### src/rtl/systolic_pkg.sv
// Shared types and constants for the systolic output path.
// Optional accumulate mode is selected by the COLLECTOR_ACCUM_EN macro.
package systolic_pkg;

  typedef enum logic [1:0] {C_IDLE, C_COLLECT, C_DONE} collector_state_e;

  localparam int unsigned WORD_SIZE_DEF = 16;
  localparam int unsigned ROWS_DEF      = 4;

  typedef logic [WORD_SIZE_DEF-1:0] word_t;

  // Row counters must reach ROWS itself, hence the extra bit.
  localparam int unsigned ROW_IDX_W = $clog2(ROWS_DEF) + 1;

  function automatic int unsigned row_idx_w(input int unsigned rows);
    return $clog2(rows) + 1;
  endfunction

endpackage

### src/rtl/collector_col_capture.sv
// Per-column capture control: phase counter over the hold window, capture
// counter (next write row) and overflow detection.
module collector_col_capture
  import systolic_pkg::*;
#(
  parameter int unsigned ROWS        = 4,
  parameter int unsigned HOLD_CYCLES = 2
) (
  input  logic                        clk_i,
  input  logic                        rst_ni,
  input  logic                        clr_i,
  input  logic                        en_i,
  input  logic                        valid_i,
  output logic                        cap_o,
  output logic                        ovf_o,
  output logic [row_idx_w(ROWS)-1:0]  wr_row_o
);

  localparam int unsigned IDX_W = row_idx_w(ROWS);
  localparam int unsigned PH_W  = (HOLD_CYCLES > 1) ? $clog2(HOLD_CYCLES) : 1;

  logic [PH_W-1:0]  ph_q, ph_d;
  logic [IDX_W-1:0] cnt_q, cnt_d;

  always_comb begin
    ph_d  = ph_q;
    cnt_d = cnt_q;
    cap_o = 1'b0;
    ovf_o = 1'b0;
    if (clr_i) begin
      ph_d  = '0;
      cnt_d = '0;
    end else if (!valid_i) begin
      ph_d = '0;
    end else if (en_i) begin
      ph_d = (ph_q == PH_W'(HOLD_CYCLES - 1)) ? '0 : ph_q + 1'b1;
      // Only the first clock of each held word is a capture.
      if (ph_q == '0) begin
        if (cnt_q == IDX_W'(ROWS)) begin
          ovf_o = 1'b1;
        end else begin
          cap_o = 1'b1;
          cnt_d = cnt_q + 1'b1;
        end
      end
    end
  end

  always_ff @(posedge clk_i or negedge rst_ni) begin
    if (!rst_ni) begin
      ph_q  <= '0;
      cnt_q <= '0;
    end else begin
      ph_q  <= ph_d;
      cnt_q <= cnt_d;
    end
  end

  assign wr_row_o = cnt_q;

endmodule

### src/rtl/systolic_output_collector.sv
// De-skews staggered systolic column outputs into a ROWS x COLS buffer and
// streams completed rows in order. Accumulate mode: COLLECTOR_ACCUM_EN.
module systolic_output_collector
  import systolic_pkg::*;
#(
  parameter int unsigned WORD_SIZE   = 16,
  parameter int unsigned ROWS        = 4,
  parameter int unsigned COLS        = 4,
  parameter int unsigned HOLD_CYCLES = 2
) (
  input  logic                         clk,
  input  logic                         rst_n,
  input  logic                         arm,
  input  logic [COLS*WORD_SIZE-1:0]    bottom_out,
  input  logic [COLS-1:0]              output_col_valid,
  output logic [COLS*WORD_SIZE-1:0]    out_row_data,
  output logic [row_idx_w(ROWS)-1:0]   out_row_idx,
  output logic                         out_row_valid,
  input  logic                         out_row_ready,
  output logic                         out_last,
  output logic                         done,
  output logic                         err_overflow
`ifdef COLLECTOR_ACCUM_EN
  ,
  input  logic                         accum
`endif
);

  localparam int unsigned IDX_W = row_idx_w(ROWS);
  localparam int unsigned RA_W  = (ROWS > 1) ? $clog2(ROWS) : 1;

  collector_state_e state_q, state_d;

  logic [WORD_SIZE-1:0]     buf_q [ROWS][COLS];
  logic [WORD_SIZE-1:0]     wr_word [COLS];
  logic [IDX_W-1:0]         cnt [COLS];
  logic [COLS-1:0]          cap, ovf;
  logic [IDX_W-1:0]         rd_row_q, rd_row_d, nxt_row;
  logic [IDX_W-1:0]         idx_q, idx_d;
  logic [COLS*WORD_SIZE-1:0] data_q, data_d;
  logic                     valid_q, valid_d, last_q, last_d;
  logic                     done_q, done_d, err_q, err_d;
  logic                     hs, row_ok, accum_q;

  for (genvar c = 0; c < COLS; c++) begin : g_col
    collector_col_capture #(
      .ROWS        (ROWS),
      .HOLD_CYCLES (HOLD_CYCLES)
    ) u_cap (
      .clk_i    (clk),
      .rst_ni   (rst_n),
      .clr_i    (arm),
      .en_i     (state_q == C_COLLECT),
      .valid_i  (output_col_valid[c]),
      .cap_o    (cap[c]),
      .ovf_o    (ovf[c]),
      .wr_row_o (cnt[c])
    );
  end

`ifdef COLLECTOR_ACCUM_EN
  always_ff @(posedge clk or negedge rst_n) begin
    if (!rst_n)   accum_q <= 1'b0;
    else if (arm) accum_q <= accum;
  end
`else
  assign accum_q = 1'b0;
`endif

  always_comb begin
    for (int unsigned c = 0; c < COLS; c++) begin
      wr_word[c] = bottom_out[c*WORD_SIZE +: WORD_SIZE]
                 + (accum_q ? buf_q[cnt[c][RA_W-1:0]][c] : '0);
    end
  end

  always_ff @(posedge clk or negedge rst_n) begin
    if (!rst_n) begin
      for (int unsigned r = 0; r < ROWS; r++)
        for (int unsigned c = 0; c < COLS; c++)
          buf_q[r][c] <= '0;
    end else begin
      for (int unsigned c = 0; c < COLS; c++)
        if (cap[c]) buf_q[cnt[c][RA_W-1:0]][c] <= wr_word[c];
    end
  end

  // Look one row ahead on a handshake so rows can leave at one per clock.
  always_comb begin
    hs      = valid_q && out_row_ready;
    nxt_row = rd_row_q + IDX_W'(hs);
    row_ok  = 1'b1;
    data_d  = data_q;
    for (int unsigned c = 0; c < COLS; c++) begin
      if (cnt[c] <= nxt_row) row_ok = 1'b0;
      data_d[c*WORD_SIZE +: WORD_SIZE] = buf_q[nxt_row[RA_W-1:0]][c];
    end
    if (!row_ok) data_d = data_q;

    state_d  = state_q;
    rd_row_d = rd_row_q;
    valid_d  = valid_q;
    idx_d    = idx_q;
    last_d   = last_q;
    done_d   = 1'b0;
    err_d    = err_q | (|ovf);

    if (arm) begin
      state_d  = C_COLLECT;
      rd_row_d = '0;
      valid_d  = 1'b0;
      last_d   = 1'b0;
      err_d    = 1'b0;
      data_d   = data_q;
    end else begin
      case (state_q)
        C_COLLECT: begin
          if (hs) rd_row_d = nxt_row;
          if (hs && last_q) begin
            state_d = C_DONE;
            done_d  = 1'b1;
            valid_d = 1'b0;
            last_d  = 1'b0;
            data_d  = data_q;
          end else if (!valid_q || hs) begin
            valid_d = row_ok;
            last_d  = row_ok && (nxt_row == IDX_W'(ROWS - 1));
            if (row_ok) idx_d = nxt_row;
          end else begin
            data_d = data_q;
          end
        end
        C_DONE:  state_d = C_IDLE;
        default: data_d = data_q;
      endcase
    end
  end

  always_ff @(posedge clk or negedge rst_n) begin
    if (!rst_n) begin
      state_q  <= C_IDLE;
      rd_row_q <= '0;
      valid_q  <= 1'b0;
      data_q   <= '0;
      idx_q    <= '0;
      last_q   <= 1'b0;
      done_q   <= 1'b0;
      err_q    <= 1'b0;
    end else begin
      state_q  <= state_d;
      rd_row_q <= rd_row_d;
      valid_q  <= valid_d;
      data_q   <= data_d;
      idx_q    <= idx_d;
      last_q   <= last_d;
      done_q   <= done_d;
      err_q    <= err_d;
    end
  end

  assign out_row_valid = valid_q;
  assign out_row_data  = data_q;
  assign out_row_idx   = idx_q;
  assign out_last      = last_q;
  assign done          = done_q;
  assign err_overflow  = err_q;

endmodule

### config.mk
export PLATFORM = sky130hd
export DESIGN_NAME = systolic_output_collector
export DESIGN_NICKNAME = d
export VERILOG_FILES = /design/src/rtl/systolic_pkg.sv /design/src/rtl/collector_col_capture.sv /design/src/rtl/systolic_output_collector.sv
export SDC_FILE = /design/constraint.sdc
export NUM_CORES = 1
export LEC_CHECK = 0
export CORE_MARGIN = 2
export CORE_UTILIZATION = 52
export DETAILED_ROUTE_END_ITERATION = 8
export PLACE_DENSITY = 0.86
export REMOVE_ABC_BUFFERS = 1
export SYNTH_ARGS = -nofsm -noshare
export SYNTH_HDL_FRONTEND = slang
export SYNTH_SLANG_ARGS = --single-unit
### constraint.sdc
create_clock -name clk -period 2.4 [get_ports clk]
set_input_delay 0.36 -clock clk [delete_from_list [all_inputs] [get_ports clk]]
set_output_delay 0.36 -clock clk [all_outputs]
set_load 0.02 [all_outputs]
# Yosys cells after proc, flatten, opt, wreduce, memory -nomap -nowiden
# Index checks and enable logic that the tools add are counted.
dict set report op_classes {
  n_addsub 9
  n_bitwise 8
  n_eq_ne 22
  mux 121
  magnitude_cmp 13
  n_reduce_logical 28
}
# op count
set op_table {}
lappend op_table {{256-bit bitwise mux} 4}
lappend op_table {{256-bit 2-to-1 mux} 4}
lappend op_table {{64-bit demux with 2-bit select} 4}
lappend op_table {{64-bit 2-to-1 mux} 6}
lappend op_table {{64-bit binary-select mux with 2-bit select} 1}
lappend op_table {{64-bit one-hot mux with 2 select lines} 1}
lappend op_table {{1-bit 2-to-1 mux} 72}
lappend op_table {{3-bit 2-to-1 mux} 23}
lappend op_table {{48-bit 2-to-1 mux} 1}
lappend op_table {{32-bit 2-to-1 mux} 1}
lappend op_table {{2-bit inequality test, second input constant} 10}
lappend op_table {{4-bit AND reduction} 5}
lappend op_table {{16-bit 2-to-1 mux} 1}
lappend op_table {{3-bit >= comparator, second input constant} 5}
lappend op_table {{2-bit inverter with 3-bit output} 5}
lappend op_table {{2-bit nonzero test} 7}
lappend op_table {{3-bit by 1-bit adder with 3-bit output, second input constant} 4}
lappend op_table {{3-bit equality test, second input constant} 4}
lappend op_table {{3-bit less-or-equal comparator} 4}
lappend op_table {{3-bit by 1-bit less-than comparator with 1-bit output, second input constant} 4}
lappend op_table {{3-bit by 2-bit inequality test with 1-bit output, second input constant} 4}
lappend op_table {{1-bit logical AND} 7}
lappend op_table {{2-bit AND reduction} 3}
lappend op_table {{3-bit nonzero test} 2}
lappend op_table {{other kinds (14)} 19}
dict set report totals {
  elab_cells 233
  inputBits 72
  reg_bits 348
  output_inout_bits 71
}

# Longest topological paths before layout
dict set report logic_depth {
  depth_word 13
  mapped_depth 11
  mapped_depth_nobuf 9
}

# By module
# From an unflattened synthesis, not the netlist that was laid out.
dict set report unflattened {
  cells_unflattened 953
  area_unflattened_um2 15237.1
}
# module area_per_inst_um2 seq_area_each_um2 n_inst cells_each
set by_module_without_submodules {}
lappend by_module_without_submodules {systolic_output_collector 14216.1 8308.0 1 853}
lappend by_module_without_submodules {{collector_col_capture (g_col[1].u_cap ...)} 250.2 100.1 3 25}
lappend by_module_without_submodules {{collector_col_capture (g_col[0].u_cap)} 270.3 100.1 1 25}

# Least setup slack after synthesis
# OpenSTA, ideal clock, no wires.
dict set report synth_path {
  kind {register -> register}
  startpoint {register valid_q, in the netlist out_row_valid}
  endpoint {register data_q[10], in the netlist out_row_data[10]}
  synth_period_minus_slack_ns 2.716
  required_ns 2.275
  slack_ns -0.316
  n_path_buf 1
  stages_incl_launch_ff 11
  t_arrival_ns 2.591
  setup_ns 0.125
  path_cell_list {dfrtp_1 and2_1 ha_1 ha_1 nor2_1 maj3_2 o2111ai_1 a21oi_2 nand3_4 buf_6 mux2_4}
}
dict set report synth_via {
  elab_chain_cells 11
  word_cells_on_any_way 24
  classes_between {1 x add/sub; 4 x order compare; 2 x eq/ne; 11 x mux; 1 x bitwise; 5 x reduce/logical}
}
# element line_no
set synth_rtl {}
lappend synth_rtl {{start: declaration} systolic_output_collector.sv:41} ;# logic valid_q, valid_d, last_q, last_d;
lappend synth_rtl {{start signal: assignment} systolic_output_collector.sv:152} ;# valid_q <= valid_d;
lappend synth_rtl {{1-bit logical AND *} systolic_output_collector.sv:90} ;# hs = valid_q && out_row_ready;
lappend synth_rtl {{3-bit by 1-bit adder with 3-bit output *} systolic_output_collector.sv:91} ;# nxt_row = rd_row_q + IDX_W'(hs);
lappend synth_rtl {{net nxt_row[0]} systolic_output_collector.sv:38} ;# logic [IDX_W-1:0] rd_row_q, rd_row_d, nxt_row;
lappend synth_rtl {{3-bit less-or-equal comparator} systolic_output_collector.sv:95} ;# if (cnt[c] <= nxt_row) row_ok = 1'b0;
lappend synth_rtl {{1-bit 2-to-1 mux (4 in a row)} systolic_output_collector.sv:95}
lappend synth_rtl {{64-bit 2-to-1 mux *} systolic_output_collector.sv:98} ;# if (!row_ok) data_d = data_q;
lappend synth_rtl {{64-bit 2-to-1 mux} systolic_output_collector.sv:125} ;# end else if (!valid_q || hs) begin
lappend synth_rtl {{64-bit 2-to-1 mux} systolic_output_collector.sv:119} ;# if (hs && last_q) begin
lappend synth_rtl {{64-bit one-hot mux with 2 select lines *} systolic_output_collector.sv:116} ;# case (state_q)
lappend synth_rtl {{end signal: assignment} systolic_output_collector.sv:153} ;# data_q <= data_d;
lappend synth_rtl {{end: declaration} systolic_output_collector.sv:40} ;# logic [COLS*WORD_SIZE-1:0] data_q, data_d;
# The timed path passes the listed nets; every way through them passes the cells marked *. The select of a mux whose other input is x is not followed.
# A chain may end at the register's enable or synchronous reset.

# Worst setup path in the final report
dict set report layout_path {
  startpoint {register valid_q, in the netlist out_row_valid}
  endpoint {register data_q[61], in the netlist out_row_data[61]}
}
# The elaborated chain is that of the path after synthesis.

==> flow_summary.ini <==
[outcome]
outcome = finished with violations
violations = setup timing

[cts]
cts-root-buf = clkbuf_16
clkLatencyLatePin_ps = 520
htreeDepth = 2
cts.sinks = 348
clkSlewWorstSetupHoldPaths_ps = 60
cts_tree = done
cts_buffer_depth = 3
cts_buffers = 38

[floorplanning]
dieArea_mm2 = 0.03094
die_x_um = 175.9
die_h_um = 175.9
core-area_mm2 = 0.02894
io_pins = 143
start_util_pct = 53.10
row_count = 62

[synth]
ys_ff_latch = 348
syn_area_mm2 = 0.01537
ys_seq_area_share_pct = 56.67
async_flop_share_pct = 100.0
yosysWarningCount = 0
synth_edf_count = 0
ys.flop_type = dfrtp_1
avgSynthCellArea_um2 = 16.19
synthDistinctLibCells = 42
synthCells = 949

[critical_path]
cp_common_cell = ha_4
slowest_delay_ps = 380
crit_path_end_kind = flip-flop
crit_arrival_ps = 3050
cp_max_fo = 12
critical_path_class = flip-flop to flip-flop
cp-start-kind = flip-flop
slowest_stage = dfrtp_1
r2r_setup_slack_ps = -250
cp.required_ps = 2800
worstPathCellList = and2_4 -> ha_4 -> ha_4 -> nor2_4 -> maj3_2 -> o2111ai_2 -> a21oi_2 -> nand3_4 -> buf_12 -> buf_16 -> mux2_4

[global_routing]
grt_pass1_wl_mm = 52.65
grt_overflow = 0
antenna_found_initial = 0
grt_pass1_vias = 9659
grt_max_degree = 70
grt_usage_pct = 21.53

[timing]
slew_headroom_pct = 57.30
finalSetupViolations = 67
setup_slack_ps = -249.2
tns_ps = -14500
fin_skew_ps = 14.29
post-route-min-period_ps = 2649
fmax_ghz = 0.3775
slew_viol_final = 0
rsz0062_at_grt = true
hold_viol = 0
period_share_pct = 110.4
worst_slew_pin_slew_ps = 640.4

[power]
powerDensity_mw_per_mm2 = 998.9
power_mw = 19.25
vdd_drop_max_uv = 577.1
leakagePower_nw = 8.895

[layout]
syn_to_final_growth_pct = 25.43
final_common_cell = dfrtp_1
antenna_cells = 0
final_cell_mix = dfrtp_1, mux2_2, clkdlybuf4s50_1, mux2_4, mux4_2
nNetsFinal = 1251
drive_gt1_share_pct = 45.59

[place]
io_buffers = 142
hpwl_mm = 20.12
place_congestion = 0.7898

[detailed_routing]
wl_per_cell_um = 20.71
first_pass_iters = 4
drtIter0Drc = 500
drc = 0
antenna_left = 0
vias = 8707
finalWirelength_mm = 32.40
avgViaCountPerCell = 5.567

[worst_hold_path]
min_path_type = primary input to async pin

[run]
maxCapViolCount = 0
[power by group]
group / total [mW] / switching [mW] / internal [mW]
sequential: 8.81 / 1.03 / 7.78
clock: 5.59 / 2.29 / 3.30
combinational: 4.86 / 1.76 / 3.10
total: 19.3 / 5.07 / 14.2
[state kept, by name, summed over array words and instances, names as in the netlist, 2 cells and up]
| register | flops |
|---|---|
| buf_q | 256 |
| out_row_data | 64 |
| g_col.u_cap.wr_row_o | 12 |
| g_col.u_cap.ph_q | 4 |
| out_row_idx | 3 |
| rd_row_q | 3 |
| state_q | 2 |
[cell usage after synthesis (3+ instances only)]
cell	instances	area, µm²
mux2_4	60	900.9
o21ai_0	5	25.02
maj3_1	3	30.03
buf_2	22	110.1
nand4_1	3	18.77
a21oi_1	7	35.03
nand2_2	3	18.77
mux2_2	262	2950
mux2i_1	3	30.03
nand2_1	29	108.9
inv_1	14	52.55
buf_6	7	78.83
and3_1	4	25.02
nor2_1	22	82.58
xor2_1	8	70.07
clkbuf_1	14	52.55
xnor2_1	5	43.79
dfrtp_1	348	8708
nand3_1	12	60.06
ha_1	24	300.3
mux4_2	64	1441
and2_1	5	31.28
[critical path, delay by kind of cell, from the launching register on]
kind | cells | cell delay, ps
adders and majority gates | 3 | 880
and+or+nand+nor | 3 | 290
buffers and inverters | 2 | 340
DFF | 1 | 380
AOI/OAI and AO/OA | 2 | 320
muxes | 1 | 310
[through the flow]
step | instance area, µm² | hold WS [ps] | instances | util, % | setup slack, ps
after floorplan | 15110 | 64.41 | 903 | - | -3503
after global placement | 17760 | 365.9 | 1488 | 61.36 | -755.1
after detailed placement | 17760 | 375.2 | 1488 | 61.36 | -775.0
after CTS | 19190 | 429.1 | 1561 | 66.33 | -225.7
after global routing | 19270 | 466.3 | 1564 | 66.61 | -304.7
final | 19270 | 420.8 | 1564 | 66.61 | -249.2
[path summary, 6_finish.rpt]
kind	from	endpoint	cells past startpoint
min	rst_n	buf_q[251]	2
min reg2reg	buf_q[92]	buf_q[92]	1
max in group asynchronous	rst_n	buf_q[92]	3
min in group clk	output_col_valid[3]	g_col[3].u_cap.ph_q	2
max reg2reg	out_row_valid	out_row_data[61]	11
max	out_row_valid	out_row_data[61]	11
[layer usage]
layer / wire length [µm] / GRT usage (%) / up-vias / share of wire [%]
met4: 582 / 4.855 / 0 / 1.8
met3: 1359 / 3.312 / 52 / 4.2
met2: 16470 / 36.70 / 186 / 51
met5: 0 / 0 / - / 0
li1: - / - / 3866 / -
met1: 13990 / 29.46 / 4603 / 43
[final cells by class]
class                      instances  area (µm²)
multi-input combinational        540        6462
clock inverter                    13       102.6
sequential                       348        8708
timing repair buffer             212        2369
inverter                          15       56.30
clock buffer                      52        1095
tap                              384       480.5
fill                            1971        9662
[cells by family (layout without fill, tap and decap cells)]
kind of cell             count (synthesis)  after routing  share of synthesized area, %
XOR/XNOR                                13             13                        0.7410
AND/OR/NAND/NOR                         86             86                         2.655
multiplexers                           389            389                         34.64
adder cells (fa/ha/maj)                 28             28                         2.223
AO/OA/AOI/OAI                           24             24                         1.010
buffers and inverters                   61            292                         2.060
flip-flops                             348            348                         56.67
[repair_timing]
item,4_1_cts,5_1_grt
endpoints found under the setup margin,68,69
gates resized for setup,24,14
hold buffers,1,0
buffers inserted,5,4
pin swaps,10,3
gates cloned,3,2
endpoints found under the hold margin,62,0
No activity file was read; power rests on OpenSTA's default activity.
